**src/rtl/c512to8_pkg.sv**
```systemverilog
// Shared constants, control-word field layout and FSM encoding for the
// 480-bit word to byte-stream serialiser.
package c512to8_pkg;

   localparam int unsigned DataWidth = 480;
   localparam int unsigned CtrlWidth = 32;
   localparam int unsigned NumBytes  = DataWidth / 8;

   // Control word layout: {src_port, dst_port, pcie_port, next_output}
   localparam int unsigned FieldWidth    = 8;
   localparam int unsigned SrcPortLo     = 24;
   localparam int unsigned DstPortLo     = 16;
   localparam int unsigned PciePortLo    = 8;
   localparam int unsigned NextOutputLo  = 0;

   typedef enum logic [0:0] {
      StIdle = 1'b0,
      StSend = 1'b1
   } state_e;

   function automatic logic [FieldWidth-1:0] ctl_src_port(input logic [CtrlWidth-1:0] ctl);
      return ctl[SrcPortLo +: FieldWidth];
   endfunction

   function automatic logic [FieldWidth-1:0] ctl_dst_port(input logic [CtrlWidth-1:0] ctl);
      return ctl[DstPortLo +: FieldWidth];
   endfunction

   function automatic logic [FieldWidth-1:0] ctl_pcie_port(input logic [CtrlWidth-1:0] ctl);
      return ctl[PciePortLo +: FieldWidth];
   endfunction

   function automatic logic [FieldWidth-1:0] ctl_next_output(input logic [CtrlWidth-1:0] ctl);
      return ctl[NextOutputLo +: FieldWidth];
   endfunction

endpackage

```
**src/rtl/c512to8_word_fifo.sv**
```systemverilog
// Small synchronous word FIFO with registered full flag and simultaneous
// push/pop support (a push at full succeeds when a pop happens the same cycle).
module c512to8_word_fifo #(
   parameter int unsigned WIDTH = 512,
   parameter int unsigned DEPTH = 2
) (
   input  logic                   clk,
   input  logic                   rst,
   input  logic                   push,
   input  logic                   pop,
   input  logic [WIDTH-1:0]       wdata,
   output logic [WIDTH-1:0]       rdata,
   output logic [$clog2(DEPTH):0] count,
   output logic                   full,
   output logic                   empty
);

   localparam int unsigned PtrW = $clog2(DEPTH);
   localparam int unsigned CntW = PtrW + 1;

   logic [WIDTH-1:0] mem_q [DEPTH];
   logic [WIDTH-1:0] mem_d [DEPTH];
   logic [PtrW-1:0]  wr_ptr_q, wr_ptr_d;
   logic [PtrW-1:0]  rd_ptr_q, rd_ptr_d;
   logic [CntW-1:0]  count_q, count_d;
   logic             full_q, full_d;
   logic             do_push, do_pop;

   assign empty   = (count_q == '0);
   assign do_pop  = pop && !empty;
   assign do_push = push && ((count_q != CntW'(DEPTH)) || do_pop);

   always_comb begin
      mem_d    = mem_q;
      wr_ptr_d = wr_ptr_q;
      rd_ptr_d = rd_ptr_q;
      count_d  = count_q;
      if (do_push) begin
         mem_d[wr_ptr_q] = wdata;
         wr_ptr_d        = wr_ptr_q + PtrW'(1);
      end
      if (do_pop) begin
         rd_ptr_d = rd_ptr_q + PtrW'(1);
      end
      if (do_push && !do_pop) begin
         count_d = count_q + CntW'(1);
      end else if (do_pop && !do_push) begin
         count_d = count_q - CntW'(1);
      end
      full_d = (count_d == CntW'(DEPTH));
   end

   // Storage is not reset; the pointers and count define which entries are live.
   always_ff @(posedge clk) begin
      mem_q <= mem_d;
   end

   always_ff @(posedge clk) begin
      if (!rst) begin
         wr_ptr_q <= '0;
         rd_ptr_q <= '0;
         count_q  <= '0;
         full_q   <= 1'b0;
      end else begin
         wr_ptr_q <= wr_ptr_d;
         rd_ptr_q <= rd_ptr_d;
         count_q  <= count_d;
         full_q   <= full_d;
      end
   end

   assign rdata = mem_q[rd_ptr_q];
   assign count = count_q;
   assign full  = full_q;

endmodule

```
**src/rtl/c512to8.sv**
```systemverilog
// Buffers write-strobed {ctl, data} words and re-serialises each one as a
// ready/valid byte stream, MSB byte first, with sop/eop markers.
module c512to8
   import c512to8_pkg::*;
#(
   parameter int unsigned DATA_WIDTH = DataWidth,
   parameter int unsigned CTRL_WIDTH = CtrlWidth,
   parameter int unsigned NUM_BYTES  = NumBytes,
   parameter int unsigned FIFO_DEPTH = 2,
   parameter int unsigned CNT_WIDTH  = 16
) (
   input  logic                  clk,
   input  logic                  rst,
   input  logic                  in_wr,
   input  logic [CTRL_WIDTH-1:0] in_ctl,
   input  logic [DATA_WIDTH-1:0] in_data,
   input  logic                  out_ready,
   output logic                  out_valid,
   output logic [7:0]            out_byte,
   output logic                  out_sop,
   output logic                  out_eop,
   output logic [CTRL_WIDTH-1:0] out_ctl,
   output logic                  in_full,
   output logic [CNT_WIDTH-1:0]  drop_cnt
);

   localparam int unsigned FifoW    = CTRL_WIDTH + DATA_WIDTH;
   localparam int unsigned FifoCntW = $clog2(FIFO_DEPTH) + 1;
   localparam int unsigned IdxW     = $clog2(NUM_BYTES);
   localparam logic [IdxW-1:0] IdxLast = IdxW'(NUM_BYTES - 1);

   logic [FifoW-1:0]      fifo_rdata;
   logic [CTRL_WIDTH-1:0] fifo_ctl;
   logic [DATA_WIDTH-1:0] fifo_data;
   logic [FifoCntW-1:0]   fifo_count;
   logic                  fifo_full, fifo_empty;
   logic                  fifo_push, pop;

   state_e                state_q, state_d;
   logic [DATA_WIDTH-1:0] shift_q, shift_d;
   logic [IdxW-1:0]       idx_q, idx_d;
   logic [CTRL_WIDTH-1:0] ctl_q, ctl_d;
   logic                  valid_q, valid_d;
   logic                  sop_q, sop_d;
   logic                  eop_q, eop_d;
   logic [CNT_WIDTH-1:0]  drop_q, drop_d;

   assign fifo_ctl  = fifo_rdata[FifoW-1 -: CTRL_WIDTH];
   assign fifo_data = fifo_rdata[DATA_WIDTH-1:0];

   c512to8_word_fifo #(
      .WIDTH (FifoW),
      .DEPTH (FIFO_DEPTH)
   ) u_word_fifo (
      .clk   (clk),
      .rst   (rst),
      .push  (fifo_push),
      .pop   (pop),
      .wdata ({in_ctl, in_data}),
      .rdata (fifo_rdata),
      .count (fifo_count),
      .full  (fifo_full),
      .empty (fifo_empty)
   );

   always_comb begin
      state_d   = state_q;
      shift_d   = shift_q;
      idx_d     = idx_q;
      ctl_d     = ctl_q;
      valid_d   = valid_q;
      sop_d     = sop_q;
      eop_d     = eop_q;
      drop_d    = drop_q;
      pop       = 1'b0;
      fifo_push = 1'b0;

      unique case (state_q)
         StIdle: begin
            pop = !fifo_empty;
         end
         StSend: begin
            // Nothing moves while the consumer stalls, so every output holds.
            if (out_ready) begin
               if (idx_q != IdxLast) begin
                  shift_d = {shift_q[DATA_WIDTH-9:0], 8'h00};
                  idx_d   = idx_q + IdxW'(1);
                  sop_d   = 1'b0;
                  eop_d   = (idx_d == IdxLast);
               end else if (!fifo_empty) begin
                  pop = 1'b1;
               end else begin
                  state_d = StIdle;
                  valid_d = 1'b0;
                  sop_d   = 1'b0;
                  eop_d   = 1'b0;
               end
            end
         end
      endcase

      // A load from IDLE and a load right after an accepted last byte look alike.
      if (pop) begin
         state_d = StSend;
         shift_d = fifo_data;
         ctl_d   = fifo_ctl;
         idx_d   = '0;
         valid_d = 1'b1;
         sop_d   = 1'b1;
         eop_d   = 1'b0;
      end

      if (in_wr) begin
         if ((fifo_count != FifoCntW'(FIFO_DEPTH)) || pop) begin
            fifo_push = 1'b1;
         end else if (drop_q != '1) begin
            drop_d = drop_q + CNT_WIDTH'(1);
         end
      end
   end

   always_ff @(posedge clk) begin
      if (!rst) begin
         state_q <= StIdle;
         shift_q <= '0;
         idx_q   <= '0;
         ctl_q   <= '0;
         valid_q <= 1'b0;
         sop_q   <= 1'b0;
         eop_q   <= 1'b0;
         drop_q  <= '0;
      end else begin
         state_q <= state_d;
         shift_q <= shift_d;
         idx_q   <= idx_d;
         ctl_q   <= ctl_d;
         valid_q <= valid_d;
         sop_q   <= sop_d;
         eop_q   <= eop_d;
         drop_q  <= drop_d;
      end
   end

   assign out_valid = valid_q;
   assign out_byte  = shift_q[DATA_WIDTH-1 -: 8];
   assign out_sop   = sop_q;
   assign out_eop   = eop_q;
   assign out_ctl   = ctl_q;
   assign in_full   = fifo_full;
   assign drop_cnt  = drop_q;

endmodule

```
**config.mk**
```make
export PLATFORM = sky130hd
export DESIGN_NAME = c512to8
export DESIGN_NICKNAME = d
export VERILOG_FILES = /design/src/rtl/c512to8_pkg.sv /design/src/rtl/c512to8_word_fifo.sv /design/src/rtl/c512to8.sv
export SDC_FILE = /design/constraint.sdc
export NUM_CORES = 2
export LEC_CHECK = 0
export ABC_AREA = 1
export CORE_MARGIN = 2
export CORE_UTILIZATION = 61
export CTS_BUF_LIST = sky130_fd_sc_hd__clkbuf_16
export DETAILED_ROUTE_END_ITERATION = 16
export PLACE_DENSITY = 0.84
export SYNTH_ARGS = -nofsm -noshare
export SYNTH_HDL_FRONTEND = slang
export SYNTH_SLANG_ARGS = --single-unit
```
**constraint.sdc**
```tcl
create_clock -name clk -period 75.1 [get_ports clk]
set_input_delay 22.53 -clock clk [delete_from_list [all_inputs] [get_ports clk]]
set_output_delay 22.53 -clock clk [all_outputs]
set_load 0.005 [all_outputs]
```
; After elaboration in Yosys (flattened, before gate mapping)
; Cells that the tools add are included.
[word_totals]
regBits = 1567
elab_cells = 90
[op_classes]
add_sub_neg = 6
order_cmp = 3
n_eq_ne = 6
mux = 32
bitwise = 5
reduce_logical = 24
[ops]
columns = cell, count
row1 = 2-to-1 mux 512 bit, 4
row2 = 2-to-1 mux 480 bit, 4
row3 = bitwise mux 1024 bit, 1
row4 = demux 512 bit (select 1 bit), 1
row5 = 2-to-1 mux 1 bit, 19
row6 = adder 16 x 1 -> 16 bit (second input constant), 1
row7 = inequality test 16 bit (second input constant), 1
row8 = AND reduction 3 bit, 5
row9 = nonzero test 2 bit, 5
row10 = adder 6 x 1 -> 6 bit (second input constant), 1
row11 = == test 6 bit (second input constant), 1
row12 = inequality test 6 bit (second input constant), 1
row13 = logical AND 1 bit, 5
row14 = greater-or-equal comparator 2 bit (second input constant), 2
row15 = 2-to-1 mux 2 bit, 2
row16 = inverter 1 -> 2 bit, 2
row17 = AND reduction 4 bit, 1
row18 = logical NOT 1 bit, 3
row19 = inverter 1 bit, 3
row20 = nonzero test 3 bit, 1
row21 = adder 1 bit (second input constant), 2
row22 = adder 2 x 1 -> 2 bit (second input constant), 1
row23 = == test 2 bit (second input constant), 1
row24 = logical NOT 2 bit, 1
row25 = 7 further kinds, 8

; Longest topological paths before layout
[depth]
word_depth = 14
depth_mapped = 12
ltp_nobuf = 11

; By module
; From an unflattened synthesis, not the netlist that was laid out.
[unflattened]
cells_unflattened = 6221
hier_area_um2 = 62595.0
[modules_own_cells]
columns = mod, n_inst, cells_per_inst, area_each_um2
row1 = c512to8_word_fifo, 1, 2714, 37684.9
row2 = c512to8, 1, 3507, 24910.1

; Worst setup path after synthesis
; No wires, ideal clock.
[synth_path]
path_type = input to register
startpoint = input port out_ready
endpoint = register u_word_fifo.mem_q[1000] in the netlist's numbering (enable)
setup_ps = 1404
t_arrival_ps = 44462
t_required_ps = 73696
slack_ps = 29234
cell_stages = 7
n_path_buf = 1
path_cell_list = nand3_2 > nand2_2 > nand2_4 > buf_4 > a21oi_1 > inv_1 > nor2_1
[synth_between]
elab_chain_len = 6
[synth_lines]
columns = element, line
row1 = from (decl), c512to8.sv:17  ; input logic out_ready,
row2 = 2-to-1 mux 1 bit (*), c512to8.sv:84  ; if (out_ready) begin
row3 = one-hot mux 1 bit (2 select lines) (*), c512to8.sv:78  ; unique case (state_q)
row4 = logical OR 1 bit, c512to8.sv:114  ; if ((fifo_count != FifoCntW'(FIFO_DEPTH)) || pop) begin
row5 = 2-to-1 mux 1 bit, c512to8.sv:114
row6 = 2-to-1 mux 1 bit, c512to8.sv:113  ; if (in_wr) begin
row7 = logical AND 1 bit (*), c512to8_word_fifo.sv:31  ; assign do_push = push && ((count_q != CntW'(DEPTH)) || do_pop);
row8 = to (signal assigned), c512to8_word_fifo.sv:55  ; mem_q <= mem_d;
row9 = to (decl), c512to8_word_fifo.sv:21  ; logic [WIDTH-1:0] mem_q [DEPTH];
; Every way passes the cells marked *; elsewhere a longest branch is shown, timed or not.
; A chain may end at the register's enable or synchronous reset.

; Final worst setup path
[layout_path]
startpoint = input port out_ready
endpoint = register u_word_fifo.mem_q[609] in the netlist's numbering (enable)
; The elaborated chain is that of the path after synthesis.

==> results.toml <==
[critical_path]
end_kind = "flip-flop"
cp_max_fo = 175
crit_path_start_kind = "primary input"
crit_path_cell_trace = "clkdlybuf4s50_1 > nand3_2 > nand2_2 > nand2_8 > a21oi_1 > inv_1 > nor2_4 > buf_12 > buf_12"
worstSetupPathType = "in2reg"
cp_data_arrival_time_ps = 27160
critical_path_required_time_ps = 75470
cp_common_cell = "sky130_fd_sc_hd__buf_12"
critPathSlowestCell = "sky130_fd_sc_hd__nor2_4"
timing.critical_path.slowest_cell_delay_ps = 860

[finish]
final_net_count = 6531
finish.cell_count_without_fillers = 7453
layout.cell_area.non_filler_mm2 = 0.07041
layout_commonest_cell = "sky130_fd_sc_hd__nand2_1"
layout_common_cells = "sky130_fd_sc_hd__nand2_1, sky130_fd_sc_hd__edfxtp_1, sky130_fd_sc_hd__clkdlybuf4s50_1, sky130_fd_sc_hd__dfxtp_1, sky130_fd_sc_hd__a31oi_1"
final_core_density = 0.7259
share_of_layout_cells_above_drive_strength_1 = 0.04151
growth_of_design_area_from_synthesis_to_finish_pct = 17.71

[sta]
period_share = 0.3568
finalMaxSlewViolations = 0
hold_viol_final = 0
totalNegativeSetupSlack_ps = 0
timing.clock.skew_ps = 23.95
worst_slew_margin_rel = 0.06296
timing_worst_slew_pin_value_ps = 1406
rsz_0062_raised_after_global_routing = "no"
finalSetupViolCount = 0
timing.fmax_mhz = 37.32
hold-worst-slack_ps = 460.9
fin_crit_period_ps = 26790

[placement]
buffer_ports.inserted = 575
dp_cells = 7131
post_dp_cell_area_mm2 = 0.06535
dp_hpwl_um = 88300
place_congestion = 0.8252

[route]
finalWirelength_um = 151900
route.vias.total = 43490
post_drt_via_cell_ratio = 5.835
first_pass_iters = 8
avgRoutedWirePerCell_um = 20.38
ant_nets = 0
drcViolationCount = 0
drt_iter0_drc = 6399

[synth]
yosys_register_bits = 1567
synth_warnings = 0
synth-simple-area-share = 0.1627
post_synth_instance_area_mm2 = 0.05982
area_share_of_fa_ha_maj_cells_after_synthesis = 0.001046
ys_seq_area_frac = 0.6958
complex_gate_fraction_of_the_synthesized_area = 0.09919
synth.lib_cells_used.distinct = 28
postSynthNetCount = 6168
synth_mux_area_frac = 0
syn-instance-count = 5647
syn_avg_cell_area_um2 = 10.59
synth_top_family_by_area = "simple AND/OR/NAND/NOR gates"
synthXorXnorAreaFrac = 0.002489

[floorplan]
die-area_mm2 = 0.1006
pin_count = 576
initial_utilization = 0.6167
vertical_extent_of_the_die_um = 317.2
die_width_um = 317.2
placeableCoreArea_mm2 = 0.09699
floorplan.rows = 114

[power]
cellPowerDensity_mw_per_mm2 = 37.81
ir_worst_vdd_mv = 0.03750
power.leakage_nw = 25.83

[clock_network]
cts_post_setup_buffers_inserted = 0
postCtsHoldBufs = 0
h-tree-depth = 4
numCtsBuffers = 153
cts_resized = 0
tritoncts_num_sinks = 1567
maximum_buffer_depth_of_the_clock_tree = 3
clk_root_buffer_cell = "sky130_fd_sc_hd__clkbuf_16"
clkSlewWorstSetupHoldPaths_ps = 60
tritoncts_clock_tree = "built"
clk_latency_ps = 760

[outcome]
outcome = "complete, no violations"

[global_routing]
largest_net_degree_at_the_start_of_global_routing = 234
globalRouteOverflowTotal = 0
first_global_vias = 41550
grt.total_usage = 0.2931
antenna_found_initial = 36
grt_pass1_wl_um = 229000

[hold_path]
hold_class = "reg2reg"

[job]
cap_violations = 0
==> kinds of logic after synthesis <==
| kind of cell | after synthesis |
|---|---|
| and+or+nand+nor | 2568 |
| adders and majority gates | 5 |
| xor gates and xnor gates | 17 |
| buffers and inverters | 429 |
| AOI/OAI and AO/OA | 1061 |
| DFF | 1567 |
==> worst paths after layout <==
path                            slack (ps)  cells past startpoint                      to        from
worst max-delay path                 48310                      9  u_word_fifo.mem_q[609]   out_ready
worst min-delay path                   460                      2              shift_q[7]  shift_q[7]
worst max register to register       69730                     11  u_word_fifo.mem_q[609]    idx_q[1]
worst min register to register         460                      2              shift_q[7]  shift_q[7]
==> critical path: cells and delay by family <==
| kind | cells | cell delay (ps) |
|---|---|---|
| compound gates | 1 | 420 |
| buf+inv | 4 | 1880 |
| simple gates | 4 | 1590 |
==> per-stage QoR <==
step	setup WS [ps]	power, mW
3_3_place_gp	47850	1.876
4_1_cts	48590	2.659
6_report	48310	2.662
5_1_grt	48100	2.791
3_5_place_dp	47780	1.904
2_1_floorplan	29230	1.799
==> synth_stat cells <==
cell	count	area, um2
sky130_fd_sc_hd__buf_2	120	600.6
sky130_fd_sc_hd__a21oi_1	39	195.2
sky130_fd_sc_hd__buf_4	17	127.6
sky130_fd_sc_hd__nor2_1	35	131.4
sky130_fd_sc_hd__nand2_4	3	33.78
sky130_fd_sc_hd__nand4_1	5	31.28
sky130_fd_sc_hd__buf_1	15	56.30
sky130_fd_sc_hd__ha_1	5	62.56
sky130_fd_sc_hd__nor2_2	2	12.51
sky130_fd_sc_hd__nand2_2	1	6.260
sky130_fd_sc_hd__nor3_1	1	5.000
sky130_fd_sc_hd__edfxtp_1	1024	30750
sky130_fd_sc_hd__nand3_1	20	100.1
sky130_fd_sc_hd__xnor2_1	8	70.07
sky130_fd_sc_hd__o21ai_1	100	500.5
sky130_fd_sc_hd__xor2_1	9	78.83
sky130_fd_sc_hd__nand4_4	1	21.27
sky130_fd_sc_hd__nand2_1	2498	9376
sky130_fd_sc_hd__clkbuf_1	182	683.2
sky130_fd_sc_hd__nand3_2	1	10.01
sky130_fd_sc_hd__buf_6	66	743.2
sky130_fd_sc_hd__or2_2	1	6.260
sky130_fd_sc_hd__inv_2	3	11.26
sky130_fd_sc_hd__a31oi_1	496	3103
sky130_fd_sc_hd__inv_1	26	97.59
sky130_fd_sc_hd__dfxtp_1	543	10870
sky130_fd_sc_hd__o211ai_1	1	7.510
sky130_fd_sc_hd__o21ai_0	425	2127
==> state kept, by name, indices dropped and copies added (netlist names) <==
| name | cells |
|---|---|
| u_word_fifo.rd_ptr_q | 1 |
| u_word_fifo.full | 1 |
| drop_cnt | 16 |
| u_word_fifo.mem_q | 1024 |
| out_ctl | 32 |
| u_word_fifo.count | 2 |
| shift_q | 480 |
| u_word_fifo.wr_ptr_q | 1 |
| out_eop | 1 |
| out_valid | 1 |
| state_q | 1 |
| idx_q | 6 |
| out_sop | 1 |
==> cell type report <==
class / instances / area [um2]
Sequential cell: 1567 / 41620
Antenna cell: 34 / 85.08
Tap cell: 1276 / 1597
Timing Repair Buffer: 608 / 6096
Inverter: 29 / 131.4
Multi-Input combinational cell: 3651 / 15900
Fill cell: 6172 / 26580
Clock buffer: 159 / 3979
Clock inverter: 129 / 996.0
==> layer usage <==
| layer | global-route usage | part of all wire |
|---|---|---|
| met5 | 0 | 0.00070 |
| met4 | 0.1217 | 0.039 |
| met3 | 0.06202 | 0.092 |
| met2 | 0.4752 | 0.48 |
| met1 | 0.3875 | 0.39 |
==> power by group <==
group          total, mW  internal (mW)  switching (mW)
Combinational      0.707          0.210           0.497
Sequential          1.20           1.12          0.0854
Clock              0.753          0.428           0.325
Total               2.66           1.76           0.907
Note: power is estimated with default switching activity, not from simulation.
